--- src/rtl/calc_pkg.sv ---
// Package: calc_pkg
// Shared constants and types for the calculator result display stage.
//  - SEG_0..SEG_9 / SEG_BLANK : seven-segment patterns {g,f,e,d,c,b,a}, active-high
//  - digit_idx_t              : which display digit is currently strobed
//  - conv_state_t             : binary-to-BCD converter state
//  - seg_decode()             : BCD nibble to segment pattern
package calc_pkg;

    localparam logic [6:0] SEG_0     = 7'h3F;
    localparam logic [6:0] SEG_1     = 7'h06;
    localparam logic [6:0] SEG_2     = 7'h5B;
    localparam logic [6:0] SEG_3     = 7'h4F;
    localparam logic [6:0] SEG_4     = 7'h66;
    localparam logic [6:0] SEG_5     = 7'h6D;
    localparam logic [6:0] SEG_6     = 7'h7D;
    localparam logic [6:0] SEG_7     = 7'h07;
    localparam logic [6:0] SEG_8     = 7'h7F;
    localparam logic [6:0] SEG_9     = 7'h6F;
    localparam logic [6:0] SEG_BLANK = 7'h00;

    typedef enum logic [1:0] {
        UNITS    = 2'd0,
        TENS     = 2'd1,
        HUNDREDS = 2'd2
    } digit_idx_t;

    typedef enum logic {
        IDLE = 1'b0,
        CONV = 1'b1
    } conv_state_t;

    // Non-decimal nibbles cannot come out of the converter; they map to blank.
    function automatic logic [6:0] seg_decode(input logic [3:0] digit);
        logic [6:0] pattern;
        case (digit)
            4'd0:    pattern = SEG_0;
            4'd1:    pattern = SEG_1;
            4'd2:    pattern = SEG_2;
            4'd3:    pattern = SEG_3;
            4'd4:    pattern = SEG_4;
            4'd5:    pattern = SEG_5;
            4'd6:    pattern = SEG_6;
            4'd7:    pattern = SEG_7;
            4'd8:    pattern = SEG_8;
            4'd9:    pattern = SEG_9;
            default: pattern = SEG_BLANK;
        endcase
        return pattern;
    endfunction

endpackage

--- src/rtl/bin2bcd_serial.sv ---
// Module: bin2bcd_serial
// Serial double-dabble converter: 8-bit unsigned word to 3 BCD digits in 8 steps.
// Ports:
//  clk    in   system clock
//  rst_n  in   asynchronous active-low reset
//  ena    in   clock enable; low freezes state and step count
//  start  in   load word and begin converting (honoured only while idle)
//  word   in   8-bit value to convert
//  busy   out  conversion in progress (decoded from the state register)
//  done   out  high during the final step; the edge that ends it completes the conversion
//  bcd    out  {hundreds,tens,units}; valid while done is high
module bin2bcd_serial
    import calc_pkg::*;
(
    input  logic        clk,
    input  logic        rst_n,
    input  logic        ena,
    input  logic        start,
    input  logic [7:0]  word,
    output logic        busy,
    output logic        done,
    output logic [11:0] bcd
);

    conv_state_t state_reg, state_next;
    logic [2:0]  step_reg, step_next;
    logic [19:0] shift_reg, shift_next;     // {bcd[11:0], bin[7:0]}
    logic [11:0] adjusted;
    logic [19:0] stepped;
    logic        unused_carry;

    // Add-3 correction on each BCD nibble before the shift.
    generate
        for (genvar gi = 0; gi < 3; gi++) begin : g_adjust
            logic [3:0] nibble;
            assign nibble               = shift_reg[8 + 4*gi +: 4];
            assign adjusted[4*gi +: 4]  = (nibble >= 4'd5) ? nibble + 4'd3 : nibble;
        end
    endgenerate

    // The hundreds nibble never exceeds 2 for an 8-bit input, so the bit
    // shifted out of it is always zero.
    assign stepped      = {adjusted[10:0], shift_reg[7:0], 1'b0};
    assign unused_carry = adjusted[11];

    assign busy = (state_reg == CONV);
    assign done = (state_reg == CONV) && (step_reg == 3'd7);
    assign bcd  = stepped[19:8];

    always_comb begin
        state_next = state_reg;
        step_next  = step_reg;
        shift_next = shift_reg;
        case (state_reg)
            IDLE: begin
                if (start) begin
                    shift_next = {12'd0, word};
                    step_next  = 3'd0;
                    state_next = CONV;
                end
            end
            CONV: begin
                shift_next = stepped;
                step_next  = step_reg + 3'd1;
                if (step_reg == 3'd7) begin
                    state_next = IDLE;
                end
            end
            default: state_next = IDLE;
        endcase
    end

    always_ff @(posedge clk or negedge rst_n) begin
        if (!rst_n) begin
            state_reg <= IDLE;
            step_reg  <= 3'd0;
            shift_reg <= 20'd0;
        end else if (ena) begin
            state_reg <= state_next;
            step_reg  <= step_next;
            shift_reg <= shift_next;
        end
    end

endmodule

--- src/rtl/calc_result_display.sv ---
// Module: calc_result_display
// Result display stage of the calculator: accepts a valid-strobed 8-bit result,
// converts it to BCD and drives a multiplexed 3-digit common-cathode display.
// Ports:
//  clk           in   system clock
//  rst_n         in   asynchronous active-low reset
//  ena           in   global enable; low freezes all state
//  result_in     in   unsigned result word
//  result_valid  in   result_in valid this cycle (sampled when ena=1)
//  busy          out  conversion in progress
//  seg           out  segments {g,f,e,d,c,b,a}, active-high, registered
//  digit_sel     out  one-hot digit strobe {hundreds,tens,units}, registered
module calc_result_display
    import calc_pkg::*;
#(
    parameter int REFRESH_DIV   = 1024,
    parameter bit BLANK_LEADING = 1'b1
) (
    input  logic       clk,
    input  logic       rst_n,
    input  logic       ena,
    input  logic [7:0] result_in,
    input  logic       result_valid,
    output logic       busy,
    output logic [6:0] seg,
    output logic [2:0] digit_sel
);

    localparam int            CW      = (REFRESH_DIV > 1) ? $clog2(REFRESH_DIV) : 1;
    localparam logic [CW-1:0] CNT_MAX = CW'(REFRESH_DIV - 1);

    // Pending buffer
    logic [7:0]  pending_reg, pending_next;
    logic        pending_full_reg, pending_full_next;
    logic        start;
    logic [7:0]  start_word;

    // Converter interface and display digits
    logic        conv_done;
    logic [11:0] conv_bcd;
    logic [11:0] display_reg;

    // Refresh multiplexing
    logic [CW-1:0] refresh_cnt_reg, refresh_cnt_next;
    digit_idx_t    digit_idx_reg, digit_idx_next;
    logic [6:0]    digit_seg [3];
    logic [2:0]    digit_blank;
    logic [6:0]    seg_next;
    logic [2:0]    digit_sel_next;

    // A buffered word always takes priority over the live input, so the
    // ordering of results is preserved.
    assign start      = !busy && (pending_full_reg || result_valid);
    assign start_word = pending_full_reg ? pending_reg : result_in;

    always_comb begin
        pending_next      = pending_reg;
        pending_full_next = pending_full_reg;
        if (busy) begin
            if (result_valid) begin
                pending_next      = result_in;
                pending_full_next = 1'b1;
            end
        end else if (pending_full_reg) begin
            // Pending is consumed this edge; a simultaneous new word refills it.
            pending_full_next = result_valid;
            if (result_valid) begin
                pending_next = result_in;
            end
        end
    end

    bin2bcd_serial u_bin2bcd (
        .clk   (clk),
        .rst_n (rst_n),
        .ena   (ena),
        .start (start),
        .word  (start_word),
        .busy  (busy),
        .done  (conv_done),
        .bcd   (conv_bcd)
    );

    // Leading-zero blanking: units are always shown.
    assign digit_blank[0] = 1'b0;
    assign digit_blank[1] = BLANK_LEADING && (display_reg[11:8] == 4'd0) && (display_reg[7:4] == 4'd0);
    assign digit_blank[2] = BLANK_LEADING && (display_reg[11:8] == 4'd0);

    generate
        for (genvar gi = 0; gi < 3; gi++) begin : g_decode
            assign digit_seg[gi] = digit_blank[gi] ? SEG_BLANK : seg_decode(display_reg[4*gi +: 4]);
        end
    endgenerate

    always_comb begin
        refresh_cnt_next = refresh_cnt_reg + CW'(1);
        digit_idx_next   = digit_idx_reg;
        if (refresh_cnt_reg == CNT_MAX) begin
            refresh_cnt_next = '0;
            case (digit_idx_reg)
                UNITS:   digit_idx_next = TENS;
                TENS:    digit_idx_next = HUNDREDS;
                default: digit_idx_next = UNITS;
            endcase
        end
    end

    always_comb begin
        seg_next       = SEG_BLANK;
        digit_sel_next = 3'b001;
        case (digit_idx_reg)
            UNITS: begin
                seg_next       = digit_seg[0];
                digit_sel_next = 3'b001;
            end
            TENS: begin
                seg_next       = digit_seg[1];
                digit_sel_next = 3'b010;
            end
            HUNDREDS: begin
                seg_next       = digit_seg[2];
                digit_sel_next = 3'b100;
            end
            default: begin
                seg_next       = SEG_BLANK;
                digit_sel_next = 3'b001;
            end
        endcase
    end

    always_ff @(posedge clk or negedge rst_n) begin
        if (!rst_n) begin
            pending_reg      <= 8'd0;
            pending_full_reg <= 1'b0;
            display_reg      <= 12'd0;
            refresh_cnt_reg  <= '0;
            digit_idx_reg    <= UNITS;
            seg              <= SEG_BLANK;
            digit_sel        <= 3'b001;
        end else if (ena) begin
            pending_reg      <= pending_next;
            pending_full_reg <= pending_full_next;
            // Digits change only on the completing edge, never mid-conversion.
            if (conv_done) begin
                display_reg <= conv_bcd;
            end
            refresh_cnt_reg  <= refresh_cnt_next;
            digit_idx_reg    <= digit_idx_next;
            seg              <= seg_next;
            digit_sel        <= digit_sel_next;
        end
    end

endmodule

--- config.mk ---
export PLATFORM = sky130hd
export DESIGN_NAME = calc_result_display
export DESIGN_NICKNAME = d
export VERILOG_FILES = /design/src/rtl/calc_pkg.sv /design/src/rtl/bin2bcd_serial.sv /design/src/rtl/calc_result_display.sv
export SDC_FILE = /design/constraint.sdc
export NUM_CORES = 1
export LEC_CHECK = 0
export ABC_AREA = 0
export CORE_ASPECT_RATIO = 1.1
export CORE_MARGIN = 2
export CORE_UTILIZATION = 56
export DETAILED_ROUTE_END_ITERATION = 8
export HOLD_SLACK_MARGIN = 0.02
export PLACE_DENSITY = 0.85
export SYNTH_ARGS = -nofsm -noshare
export SYNTH_HDL_FRONTEND = slang
export SYNTH_HIERARCHICAL = 1
export SYNTH_SLANG_ARGS = --single-unit
--- constraint.sdc ---
create_clock -name clk -period 4.9 [get_ports clk]
set_input_delay 0.49 -clock clk [delete_from_list [all_inputs] [get_ports clk]]
set_output_delay 0.49 -clock clk [all_outputs]
set_load 0.02 [all_outputs]
Yosys cells after proc, flatten, opt, wreduce, memory -nomap -nowiden
Memory sizes are Yosys's and may differ from the RTL's. Cells that the tools add are included.

Register bits: 67. Memory bits (read-only): 336. Input port bits: 12. Output and inout bits: 11. Logic and storage cells: 65. Memories: 3.

Add/sub/neg operators: 5. $lt $le $gt $ge: 3. Equal/unequal tests: 6. Multiplexer cells: 23. Bitwise logic cells: 1. Reduce and logical (&&, ||, !) cells: 14.

Memory list: (name not given) (words 16, bits a word 7, read ports 1, clocked after Yosys merged registers in 0, wr ports 0, line calc_pkg.sv:35) `case (digit)`; (name not given) (words 16, bits a word 7, read ports 1, clocked after Yosys merged registers in 0, wr ports 0, line calc_pkg.sv:35); (name not given) (words 16, bits a word 7, read ports 1, clocked after Yosys merged registers in 0, wr ports 0, line calc_pkg.sv:35).

Operator list (count): one-hot mux 20 bit (2 select lines) (1); 2-to-1 mux 8 bit (4); one-hot mux 7 bit (3 select lines) (1); 2-to-1 mux 20 bit (1); 2-to-1 mux 7 bit (2); greater-or-equal comparator 4 x 3 -> 1 bit, second input constant (3); one-hot mux 3 bit (2 select lines) (2); adder 10 x 1 -> 10 bit, second input constant (1); equality test 10 bit, second input constant (1); 2-to-1 mux 10 bit (1); AND reduction 2 bit (5); adder 4 x 2 -> 4 bit, second input constant (2); zero test 4 bit (2); 2-to-1 mux 4 bit (2); 2-to-1 mux 3 bit (2); 2-to-1 mux 1 bit (5); != test 2 bit, second input constant (2); one-hot mux 2 bit (2 select lines) (1); adder 3 x 1 -> 3 bit, second input constant (1); adder 3 x 2 -> 3 bit, second input constant (1); equality test 3 bit, second input constant (1); logical AND 1 bit (3); equality test 2 x 1 -> 1 bit, second input constant (1); equality test 2 bit, second input constant (1); other kinds (6) (6).

Longest topological paths before layout
Gate-level depths: netlist (run 1).

Depth after elaboration: 4. Mapped depth: 7. Depth with buffers taken out: 7.

Cells and area by module
The synthesis (run 1) kept the hierarchy.

Modules (own cells, without submodules): calc_result_display (instances 1, cells an instance 251, area an instance 2572.5 µm², seq. area each 1077.3 µm²); bin2bcd_serial (instances 1, cells an instance 129, area an instance 1276.2 µm², seq. area each 600.6 µm²).

Worst setup path after synthesis (run 1)
No wires, ideal clock.

Kind: register -> register. Start point: register u_bin2bcd.state_reg (netlist: u_bin2bcd/busy). End point: register display_reg[6]. Setup time: 0.128 ns. Arrival time: 1.675 ns. Data required time: 4.772 ns. Setup slack: 3.098 ns. Stages on the path, launching flop included: 7. Path buffers: 3. Clock period less this slack: 1.802 ns. Cell sequence: dfrtp_1 -> buf_2 -> buf_2 -> and2_1 -> nand2_1 -> buf_2 -> mux2_1.

Word-level cells in the longest chain between the ends: 2.

Ends and longest elaborated chain: from (decl) (line bin2bcd_serial.sv:25) `conv_state_t state_reg, state_next;`; from (signal assigned) (line bin2bcd_serial.sv:79) `state_reg <= state_next;`; logical AND 1 bit (line bin2bcd_serial.sv:47) `assign done = (state_reg == CONV) && (step_reg == 3'd7);`; via conv_done (line calc_result_display.sv:39) `logic conv_done;`; AND reduction 2 bit (no line); to (signal assigned) (line calc_result_display.sv:145) `display_reg <= conv_bcd;`; to (decl) (line calc_result_display.sv:41) `logic [11:0] display_reg;`.

The timed path passes the listed nets, and every way through them passes these cells. A chain may end at the register's enable or synchronous reset.

Final worst setup path (run 1)
Start point: register u_bin2bcd.state_reg (netlist: u_bin2bcd/busy). End point: output busy.

RTL lines: to (decl) (line calc_result_display.sv:24) `output logic busy,`.

No word-level cell between the ends.

==> impl_metrics.py, run 1 <==
metrics = {
    "hold_path": {
        "hold_removal_path_class": "primary input to async pin",
    },
    "sta": {
        "timing.clock.skew_ns": 0.006396,
        "finalCritPeriodShare_pct": 50.00,
        "fin_setup_tns_ns": 0,
        "timing.final.ws_setup_ns": 2.450,
        "rsz0062_at_grt": "false",
        "pins_over_their_slew_limit": 0,
        "final-hold-violation-count": 0,
        "tightest_slew_margin_relative_to_the_limit_pct": 23.96,
        "tightestPinTransition_ns": 1.141,
        "period_minus_slack_ns": 2.450,
        "setup_viol_count_final": 0,
        "timing.fmax_mhz": 408.1,
    },
    "pwr": {
        "power_frac_seq_pct": 43.6,
        "p_sw_mw": 0.7970,
        "maximum_vdd_drop_mv": 0.3274,
        "swShare_pct": 38.04,
        "power.static_leakage_nw": 1.978,
        "combPwrFrac_pct": 36.7,
        "intPower_mw": 1.298,
        "power.density_nw_per_um2": 492.1,
        "share_clk_of_total_power_pct": 19.7,
    },
    "cts": {
        "cts_setup_buffers": 0,
        "clk_path_buf_depth": 2,
        "number_of_buffers_inserted_by_hold_repair_at_cts": 0,
        "worst_setup_hold_path_clk_slew_ns": 0.07,
        "cts.sinks": 67,
        "tritoncts": "yes",
        "cts_root_buffer": "sky130_fd_sc_hd__clkbuf_8",
        "worstSkewPairLatency_ns": 0.34,
        "post_cts_resize_count": 0,
        "cts_buffers": 9,
        "ctsHtreeMaxLevel": 3,
    },
    "final_layout": {
        "drive_gt1_share_pct": 11.97,
        "insertedDiodeCount": 0,
        "area_growth_pct": 10.63,
        "design.final.nets": 437,
        "fin_util_pct": 64.20,
        "largest_reg_flops": 20,
        "n_fill_cell": 528,
    },
    "setup_path": {
        "critPathMaxFanout": 22,
        "timing.critical_path.cells": "clkdlybuf4s50_1",
        "timing.critical_path.from_type": "flip-flop",
        "cp-end-kind": "output port",
        "critPathArrivalTime_ns": 1.96,
        "critPathTopFamily": "flip-flops",
        "endpoint": "busy",
        "worstPathBufferInverterCount": 1,
        "r2r-start": "u_bin2bcd/busy",
        "timing.rr.end": "u_bin2bcd/shift_reg[5]",
        "critical_path_depth": 1,
        "reg2reg_setup_slack_ns": 2.58,
        "path_class": "flip-flop to output port",
        "setup.worst_path.start": "u_bin2bcd/busy",
        "critical_path.slowest_cell": "sky130_fd_sc_hd__dfrtp_1",
        "worst_path_largest_cell_delay_ns": 0.87,
        "r2r_cells": 4,
        "crit_required_ns": 4.41,
    },
    "place": {
        "globalplace.congestion": 0.9104,
        "detailedPlacementHpwl_mm": 4.813,
        "place_ws_ns": 2.278,
        "number_of_i_o_port_buffers": 22,
    },
    "synthesis": {
        "ys.flop_type": "sky130_fd_sc_hd__dfrtp_1",
        "synthesis.area_sq_um": 3849,
        "synth-seq-area-share_pct": 43.60,
        "ys_types": 49,
        "postSynthAreaPerCell_sq_um": 10.13,
        "syn_nets": 421,
        "warning_count_from_the_yosys_run": 6,
        "number_of_enable_type_register_cells_in_the_synthesized_netlist": 0,
        "ys_ff_latch": 67,
        "async_flop_share_pct": 100.0,
        "synthesis.instances": 380,
    },
    "routing": {
        "initialDrtViolationCount": 112,
        "drtPass1Iterations": 4,
        "vias_per_cell": 5.656,
        "drc": 0,
        "wirelength_mm": 6.874,
        "num_vias": 2732,
        "ant_nets": 0,
        "post_drt_wl_per_cell_um": 14.23,
    },
    "run": {
        "max-cap-violations": 0,
    },
    "global_routing": {
        "grt_pass1_vias": 2779,
        "wire_length_of_the_first_global_routing_pass_mm": 12.23,
        "antenna_found_initial": 0,
        "maximum_number_of_pins_on_one_net_before_global_route_repair": 68,
        "globalRouteTotalUtil_pct": 19.88,
        "grt.overflow.total": 0,
    },
    "floorplan": {
        "fp.dieH_um": 90.95,
        "num_io_pins": 23,
        "rows": 31,
        "core_region_area_sq_um": 6633,
        "fp.dieW_um": 83.05,
        "die_area_sq_um": 7553,
        "initial_utilization_pct": 58.03,
    },
    "outcome": {
        "outcome": "completed",
    },
}
worst register-to-register path, stage by stage, from the launching register on:
cell,delay [ns]
sky130_fd_sc_hd__dfrtp_1,0.87
sky130_fd_sc_hd__nor2_1,0.18
sky130_fd_sc_hd__o21ai_2,0.91
sky130_fd_sc_hd__nand2_1,0.15
sky130_fd_sc_hd__o21ai_1,0.13
logic make-up after synthesis:
logic type	share of synthesized area, %
XOR/XNOR	2.503
AO/OA/AOI/OAI	14.79
flip-flops	43.60
multiplexers	11.64
adder cells (fa/ha/maj)	9.428
buffers and inverters	4.974
AND/OR/NAND/NOR	13.07
routing by layer:
metal	track usage, %	vias to the layer above	share of wire, %
met4	9.153	0	1.8
met1	24.85	1323	45
met2	33.20	54	50
met3	4.000	9	3.1
li1	-	1346	-
met5	0	-	0
worst min-delay path by stage:
stage | from | to | slack (ns) | depth (start not counted)
floorplan | rst_n | digit_idx_reg[0] | 0.19 | 0
finish | rst_n | pending_reg[3] | 0.32 | 2
global placement | u_bin2bcd/step_reg[1] | u_bin2bcd/step_reg[1] | 0.46 | 2
CTS | rst_n | pending_reg[4] | 0.34 | 2
global route | rst_n | pending_reg[4] | 0.41 | 2
detailed placement | refresh_cnt_reg[8] | refresh_cnt_reg[8] | 0.46 | 1
layout by cell type (no fill, tap or decap), types with 2 or more instances in the layout:
cell type and instances:
sky130_fd_sc_hd__o21a_1 2, sky130_fd_sc_hd__o21ai_1 17, sky130_fd_sc_hd__clkinvlp_4 3, sky130_fd_sc_hd__a22oi_1 2
sky130_fd_sc_hd__and2_1 2, sky130_fd_sc_hd__nand2_1 43, sky130_fd_sc_hd__mux2_2 20, sky130_fd_sc_hd__o221ai_1 2
sky130_fd_sc_hd__a21oi_2 3, sky130_fd_sc_hd__o211ai_1 2, sky130_fd_sc_hd__clkbuf_8 11, sky130_fd_sc_hd__mux2i_1 11
sky130_fd_sc_hd__xor2_1 3, sky130_fd_sc_hd__clkdlybuf4s50_1 21, sky130_fd_sc_hd__o22ai_1 5, sky130_fd_sc_hd__a22o_1 12
sky130_fd_sc_hd__mux2_1 10, sky130_fd_sc_hd__nand4_1 5, sky130_fd_sc_hd__inv_1 24, sky130_fd_sc_hd__a21oi_1 11
sky130_fd_sc_hd__nor2_1 26, sky130_fd_sc_hd__ha_1 29, sky130_fd_sc_hd__xnor2_1 8, sky130_fd_sc_hd__clkbuf_1 2
sky130_fd_sc_hd__o2bb2ai_1 2, sky130_fd_sc_hd__nand2b_1 14, sky130_fd_sc_hd__a31oi_1 3, sky130_fd_sc_hd__nand3_1 4
sky130_fd_sc_hd__dfrtp_1 66, sky130_fd_sc_hd__o21ai_0 14, sky130_fd_sc_hd__nor2b_1 4
power groups by stage:
stage | sequential [mW] | clock (mW) | combinational (mW)
6_report | 0.913 | 0.414 | 0.769
5_1_grt | 0.945 | 0.447 | 0.884
4_1_cts | 0.911 | 0.427 | 0.778
3_5_place_dp | 0.920 | 0 | 0.772
3_3_place_gp | 0.911 | 0 | 0.727
2_1_floorplan | 0.834 | 0 | 0.684
final cells by class:
cell class | instances | area [sq um] | area share (%)
clock inverter | 3 | 22.52 | 0.5289
multi-input combinational | 270 | 1979 | 46.49
sequential | 67 | 1678 | 39.41
tap | 82 | 102.6 | 2.410
inverter | 25 | 93.84 | 2.204
timing repair buffer | 23 | 222.7 | 5.231
clock buffer | 13 | 158.9 | 3.732
synthesized netlist by cell type (2+ instances only):
library cell                instances  area share, %
sky130_fd_sc_hd__a21oi_1           11            1.4
sky130_fd_sc_hd__a21oi_2            3           0.68
sky130_fd_sc_hd__a22o_1            12            2.7
sky130_fd_sc_hd__a22oi_1            2           0.39
sky130_fd_sc_hd__a31oi_1            3           0.49
sky130_fd_sc_hd__and2_1             2           0.33
sky130_fd_sc_hd__buf_2             12            1.6
sky130_fd_sc_hd__buf_4              2           0.39
sky130_fd_sc_hd__clkbuf_1           3           0.29
sky130_fd_sc_hd__dfrtp_1           66             43
sky130_fd_sc_hd__ha_1              29            9.4
sky130_fd_sc_hd__inv_1             24            2.3
sky130_fd_sc_hd__mux2_1            10            2.9
sky130_fd_sc_hd__mux2_2            20            5.9
sky130_fd_sc_hd__mux2i_1           11            2.9
sky130_fd_sc_hd__nand2_1           43            4.2
sky130_fd_sc_hd__nand2b_1          14            2.3
sky130_fd_sc_hd__nand3_1            4           0.52
sky130_fd_sc_hd__nand4_1            5           0.81
sky130_fd_sc_hd__nor2_1            26            2.5
sky130_fd_sc_hd__nor2b_1            4           0.65
sky130_fd_sc_hd__o211ai_1           2           0.39
sky130_fd_sc_hd__o21a_1             2           0.39
sky130_fd_sc_hd__o21ai_0           14            1.8
sky130_fd_sc_hd__o21ai_1           17            2.2
sky130_fd_sc_hd__o221ai_1           2           0.46
sky130_fd_sc_hd__o22ai_1            5           0.81
sky130_fd_sc_hd__o2bb2ai_1          2           0.46
sky130_fd_sc_hd__xnor2_1            8            1.8
sky130_fd_sc_hd__xor2_1             3           0.68
through the flow:
step                cells  instance area, sq um  total power, mW  hold WS, ns
CTS                   483                  4258            2.116       0.3447
detailed placement    467                  4076            1.692       0.4643
finish                483                  4258            2.095       0.3229
global route          483                  4258            2.276       0.4089
floorplan             380                  3849            1.518       0.1944
global placement      467                  4076            1.638       0.4559
(Power assumes the default switching activity.)
==> inputs of run 2 (changes only) <==
==> constraint.sdc (replaced) <==
create_clock -name clk -period 2.6 [get_ports clk]
set_input_delay 0.26 -clock clk [delete_from_list [all_inputs] [get_ports clk]]
set_output_delay 0.26 -clock clk [all_outputs]
set_load 0.02 [all_outputs]
==> run 2 against run 1 <==
Effect of this change:
- critical path depth stayed put
- combinational power up 91%
- global-route usage up 1.0 points
- worst setup slack lost 2.1 ns
- sequential power grew 88%
- power is 89% higher
- hold slack better by 0.13 ns
- utilization up 0.43 points
- via count up 2.8%
- largest power group unchanged
- highest routed layer unchanged
==> impl_metrics.py, run 2 (synthesis results as in run 1) <==
metrics = {
    "outcome": {
        "outcome": "completed",
    },
    "place": {
        "globalplace.congestion": 0.8726,
        "placed_cell_count": 469,
        "number_of_i_o_port_buffers": 22,
        "detailedPlacementHpwl_mm": 5.202,
        "placement.cell_area_sq_um": 4104,
    },
    "hold_path": {
        "hold_removal_path_class": "primary input to async pin",
    },
    "global_routing": {
        "maximum_number_of_pins_on_one_net_before_global_route_repair": 44,
        "globalRouteTotalUtil_pct": 20.91,
        "wire_length_of_the_first_global_routing_pass_mm": 12.84,
        "grt.overflow.total": 0,
        "antenna_found_initial": 0,
        "grt_pass1_vias": 2865,
    },
    "setup_path": {
        "timing.critical_path.from_type": "flip-flop",
        "critPathArrivalTime_ns": 1.96,
        "worst_path_largest_cell_delay_ns": 0.88,
        "critPathMaxFanout": 22,
        "critPathTopFamily": "flip-flops",
        "cp-end-kind": "output port",
        "reg2reg_setup_slack_ns": 0.64,
        "critical_path.slowest_cell": "sky130_fd_sc_hd__dfrtp_1",
        "timing.critical_path.cells": "clkdlybuf4s50_1",
        "crit_required_ns": 2.34,
        "worstPathBufferInverterCount": 1,
        "path_class": "flip-flop to output port",
    },
    "cts": {
        "number_of_buffers_inserted_by_hold_repair_at_cts": 1,
        "cts_root_buffer": "sky130_fd_sc_hd__clkbuf_8",
        "worstSkewPairLatency_ns": 0.34,
        "cts.sinks": 67,
        "worst_setup_hold_path_clk_slew_ns": 0.07,
        "ctsHtreeMaxLevel": 3,
        "cts_setup_buffers": 0,
        "tritoncts": "yes",
        "clk_path_buf_depth": 2,
        "cts_buffers": 9,
        "post_cts_resize_count": 0,
    },
    "routing": {
        "vias_per_cell": 5.778,
        "num_vias": 2808,
        "drc": 0,
        "wirelength_mm": 7.288,
        "initialDrtViolationCount": 105,
        "post_drt_wl_per_cell_um": 15.00,
        "ant_nets": 0,
        "drtPass1Iterations": 4,
    },
    "final_layout": {
        "non_filler_cell_area_final_sq_um": 4287,
        "layout.cells.most_common": "sky130_fd_sc_hd__dfrtp_1",
        "design.final.nets": 440,
        "largest_reg_flops": 20,
        "area_growth_pct": 11.38,
        "stdcell_count": 486,
        "mostFrequentLayoutCells": "sky130_fd_sc_hd__dfrtp_1, sky130_fd_sc_hd__nand2_1, sky130_fd_sc_hd__ha_1",
        "insertedDiodeCount": 0,
        "fin_util_pct": 64.63,
        "drive_gt1_share_pct": 12.13,
    },
    "floorplan": {
        "rows": 31,
        "die_area_sq_um": 7553,
        "core_region_area_sq_um": 6633,
        "fp.dieW_um": 83.05,
        "num_io_pins": 23,
        "initial_utilization_pct": 58.03,
        "fp.dieH_um": 90.95,
    },
    "sta": {
        "period_minus_slack_ns": 2.221,
        "setup_viol_count_final": 0,
        "rsz0062_at_grt": "false",
        "tightestPinTransition_ns": 0.8211,
        "fin_setup_tns_ns": 0,
        "timing.clock.skew_ns": 0.005906,
        "finalCritPeriodShare_pct": 85.44,
        "final-hold-violation-count": 0,
        "tightest_slew_margin_relative_to_the_limit_pct": 45.26,
        "pins_over_their_slew_limit": 0,
        "timing.fmax_mhz": 450.2,
    },
    "pwr": {
        "power.density_nw_per_um2": 924.3,
        "intPower_mw": 2.456,
        "p_sw_mw": 1.506,
        "swShare_pct": 38.02,
        "maximum_vdd_drop_mv": 0.5513,
        "combPwrFrac_pct": 37.2,
        "power_frac_seq_pct": 43.5,
        "power.static_leakage_nw": 2.005,
        "finalPower_mw": 3.962,
        "share_clk_of_total_power_pct": 19.3,
    },
    "run": {
        "max-cap-violations": 0,
    },
}
[run 2: path summary, 6_finish.rpt]
check / to / start / cells past startpoint
min in group clk: refresh_cnt_reg[8] / refresh_cnt_reg[8] / 1
min reg2reg: refresh_cnt_reg[8] / refresh_cnt_reg[8] / 1
max reg2reg: display_reg[8] / u_bin2bcd/busy / 3
min: pending_reg[2] / rst_n / 2
max: busy / u_bin2bcd/busy / 1
max in group asynchronous: digit_sel[0] / rst_n / 3
[run 2: stage by stage]
stage / setup slack, ns / hold slack (ns)
finish: 0.3786 / 0.4559
global route: 0.2673 / 0.4973
CTS: 0.3575 / 0.4751
detailed placement: 0.4604 / 0.2984
global placement: 0.5437 / 0.2918
floorplan: 0.7977 / -0.03559
[run 2: area by class of cell]
class,instances,area (sq um)
Sequential cell,67,1678
Fill cell,513,2346
Inverter,25,93.84
Tap cell,82,102.6
Clock buffer,14,162.7
Multi-Input combinational cell,270,1979
Clock inverter,2,10.01
Timing Repair Buffer,26,260.3
[run 2: power by group through the flow]
stage / Clock [mW] / Combinational (mW) / Sequential (mW)
2_1_floorplan: 0 / 1.29 / 1.57
3_3_place_gp: 0 / 1.39 / 1.71
3_5_place_dp: 0 / 1.48 / 1.73
4_1_cts: 0.778 / 1.49 / 1.72
5_1_grt: 0.822 / 1.68 / 1.78
6_report: 0.765 / 1.47 / 1.72
[run 2: metal layers]
layer  share of wire (%)  GRT usage (%)  wire, um
met4                 1.7          9.153       127
met1                  43          25.22      3122
met5                   0              0         0
met3                 3.3          3.909       238
met2                  52          36.42      3799
==> inputs of run 3 (changes only) <==
--- a/config.mk
+++ b/config.mk
@@ -7,12 +7,12 @@
 export LEC_CHECK = 0
 export ABC_AREA = 0
 export CORE_ASPECT_RATIO = 1.1
-export CORE_MARGIN = 2
+export CORE_MARGIN = 3
 export CORE_UTILIZATION = 56
 export DETAILED_ROUTE_END_ITERATION = 8
+export DONT_BUFFER_PORTS = 1
 export HOLD_SLACK_MARGIN = 0.02
-export PLACE_DENSITY = 0.85
+export PLACE_DENSITY = 0.8
 export SYNTH_ARGS = -nofsm -noshare
 export SYNTH_HDL_FRONTEND = slang
-export SYNTH_HIERARCHICAL = 1
 export SYNTH_SLANG_ARGS = --single-unit
==> run 3 against run 2 <==
Effect of this change:
- critical path depth up 5
- hold slack got worse by 0.41 ns
- fmax up 20%
- combinational power down 49%
- cell count is 1.4% lower
- synthesized cell count rose by 4.2%
- synthesized area shrank 2.0%
- die area grew 2.7%
- worst setup slack better by 0.38 ns
- critical endpoint is now seg[0]
==> impl_metrics.py, run 3 <==
metrics = {
    "outcome": {
        "outcome": "completed",
    },
    "final_layout": {
        "largest_reg_flops": 20,
        "area_growth_pct": 8.895,
        "drive_gt1_share_pct": 10.53,
        "insertedDiodeCount": 0,
        "layout.cells.most_common": "sky130_fd_sc_hd__dfrtp_1",
        "mostFrequentLayoutCells": "sky130_fd_sc_hd__dfrtp_1, sky130_fd_sc_hd__nand2_1, sky130_fd_sc_hd__o21ai_0",
        "design.final.nets": 436,
        "fin_util_pct": 64.71,
    },
    "floorplan": {
        "core_region_area_sq_um": 6344,
        "die_area_sq_um": 7753,
        "num_io_pins": 23,
        "fp.dieW_um": 84.23,
        "fp.dieH_um": 92.05,
        "initial_utilization_pct": 59.43,
        "rows": 30,
    },
    "place": {
        "globalplace.congestion": 0.8953,
        "detailedPlacementHpwl_mm": 5.181,
        "number_of_i_o_port_buffers": 0,
    },
    "hold_path": {
        "hold_removal_path_class": "primary input to flip-flop",
        "min_to": "refresh_cnt_reg[1]",
        "hold_path.startpoint": "ena",
        "holdPathStages": 2,
    },
    "setup_path": {
        "critical_path.slowest_cell": "sky130_fd_sc_hd__dfrtp_1",
        "timing.critical_path.from_type": "flip-flop",
        "cp-end-kind": "flip-flop",
        "crit_required_ns": 2.85,
        "worst_path_largest_cell_delay_ns": 0.45,
        "r2r-start": "display_reg[9]",
        "critPathArrivalTime_ns": 2.10,
        "timing.critical_path.cells": "inv_1 -> ha_1 -> nor3b_2 -> a211oi_1 -> o21ai_0 -> o2111ai_1",
        "timing.rr.end": "seg[0]",
        "critPathMaxFanout": 7,
        "path_class": "flip-flop to flip-flop",
        "r2r_cells": 6,
        "critPathTopFamily": "compound AO/OA/AOI/OAI gates",
        "worstPathBufferInverterCount": 1,
        "reg2reg_setup_slack_ns": 0.76,
    },
    "pwr": {
        "share_clk_of_total_power_pct": 31.9,
        "power_frac_seq_pct": 45.3,
        "power.static_leakage_nw": 1.841,
        "intPower_mw": 2.228,
        "combPwrFrac_pct": 22.8,
        "swShare_pct": 32.62,
        "p_sw_mw": 1.079,
        "power.density_nw_per_um2": 805.5,
        "maximum_vdd_drop_mv": 0.4903,
    },
    "synthesis": {
        "synthesis.instances": 396,
        "netlist.area_leader.share_pct": 43.81,
        "syn_nets": 437,
        "yosys.cell_count.top_type": "sky130_fd_sc_hd__dfrtp_1",
        "ys_ff_latch": 67,
        "synthDominantAreaCellType": "sky130_fd_sc_hd__dfrtp_1",
        "synthesis.area_sq_um": 3770,
        "synth-seq-area-share_pct": 44.51,
        "cells_taking_the_most_area_after_synthesis": "sky130_fd_sc_hd__dfrtp_1, sky130_fd_sc_hd__ha_1, sky130_fd_sc_hd__o21ai_0, sky130_fd_sc_hd__nand2_1, sky130_fd_sc_hd__mux2_2",
        "warning_count_from_the_yosys_run": 0,
        "number_of_enable_type_register_cells_in_the_synthesized_netlist": 0,
        "ys_types": 45,
        "ys.flop_type": "sky130_fd_sc_hd__dfrtp_1",
        "postSynthAreaPerCell_sq_um": 9.520,
        "async_flop_share_pct": 100.0,
        "synth_top_cells_by_count": "sky130_fd_sc_hd__dfrtp_1, sky130_fd_sc_hd__nand2_1, sky130_fd_sc_hd__o21ai_0, sky130_fd_sc_hd__ha_1, sky130_fd_sc_hd__inv_1",
    },
    "cts": {
        "cts_buffers": 9,
        "post_cts_resize_count": 0,
        "worstSkewPairLatency_ns": 0.35,
        "cts_root_buffer": "sky130_fd_sc_hd__clkbuf_8",
        "cts.sinks": 67,
        "ctsHtreeMaxLevel": 3,
        "clk_path_buf_depth": 2,
        "cts_setup_buffers": 0,
        "number_of_buffers_inserted_by_hold_repair_at_cts": 3,
        "tritoncts": "yes",
        "worst_setup_hold_path_clk_slew_ns": 0.08,
    },
    "global_routing": {
        "antenna_found_initial": 0,
        "wire_length_of_the_first_global_routing_pass_mm": 12.72,
        "maximum_number_of_pins_on_one_net_before_global_route_repair": 68,
        "grt_pass1_vias": 2811,
        "grt.overflow.total": 0,
        "globalRouteTotalUtil_pct": 20.38,
    },
    "sta": {
        "period_minus_slack_ns": 1.845,
        "timing.fmax_mhz": 542.1,
        "setup_viol_count_final": 0,
        "timing.clock.skew_ns": 0.008104,
        "pins_over_their_slew_limit": 0,
        "rsz0062_at_grt": "false",
        "fin_setup_tns_ns": 0,
        "tightest_slew_margin_relative_to_the_limit_pct": 57.72,
        "finalCritPeriodShare_pct": 70.95,
        "final-hold-violation-count": 0,
        "tightestPinTransition_ns": 0.6342,
    },
    "routing": {
        "post_drt_wl_per_cell_um": 15.46,
        "wirelength_mm": 7.407,
        "ant_nets": 0,
        "drtPass1Iterations": 6,
        "num_vias": 2815,
        "drc": 0,
        "initialDrtViolationCount": 136,
        "vias_per_cell": 5.877,
    },
    "run": {
        "max-cap-violations": 0,
    },
}
run 3: cell type report:
| class | instances | area [sq um] |
|---|---|---|
| well taps | 80 | 100.1 |
| clock inverters | 6 | 113.9 |
| fillers | 480 | 2238 |
| repair buffers | 7 | 77.57 |
| clock buffers | 9 | 123.9 |
| inverters | 26 | 97.59 |
| multi-input cells | 284 | 1914 |
| flip-flops and latches | 67 | 1678 |
run 3: worst max-delay path by stage:
| stage | from | endpoint | slack (ns) | depth (start not counted) |
|---|---|---|---|---|
| floorplan | display_reg[9] | seg[6] | 1.01 | 6 |
| detailed placement | display_reg[9] | seg[2] | 0.78 | 6 |
| CTS | display_reg[9] | seg[2] | 0.76 | 6 |
| finish | display_reg[9] | seg[0] | 0.76 | 6 |
| global route | display_reg[9] | seg[2] | 0.59 | 6 |
| global placement | display_reg[9] | seg[0] | 0.86 | 6 |
run 3: kinds of logic (layout without fill, tap and decap cells):
group | Yosys count | count (layout) | share of synthesized area [%]
simple gates | 117 | 117 | 14.60
xor+xnor | 12 | 12 | 2.788
fa+ha+maj | 29 | 29 | 9.625
flops | 67 | 67 | 44.51
compound gates | 100 | 100 | 16.06
mux | 26 | 26 | 7.468
buf+inv | 45 | 48 | 4.945
run 3: per-layer routing:
| metal | share of wire (%) | GRT usage (%) |
|---|---|---|
| met4 | 2.3 | 9.383 |
| met5 | 0 | 0 |
| met3 | 4.2 | 5.930 |
| met2 | 50 | 33.62 |
| met1 | 44 | 24.49 |
run 3: power by group through the flow:
stage	clock, mW	sequential, mW	combinational [mW]
final	1.06	1.50	0.754
after global routing	1.12	1.53	0.865
after CTS	1.07	1.49	0.758
after detailed placement	0	1.51	0.727
after global placement	0	1.50	0.678
after floorplan	0	1.44	0.606
run 3: metrics by stage:
step	hold slack, ns	power (mW)	cell area [sq um]	setup WS, ns	std cells
2_1_floorplan	-0.03559	2.047	3770	1.013	396
3_3_place_gp	-0.03306	2.176	3820	0.8565	461
3_5_place_dp	-0.03330	2.239	3820	0.7816	461
4_1_cts	0.02421	3.318	4105	0.7618	479
5_1_grt	0.02376	3.513	4105	0.5895	479
6_report	0.04222	3.307	4105	0.7553	479
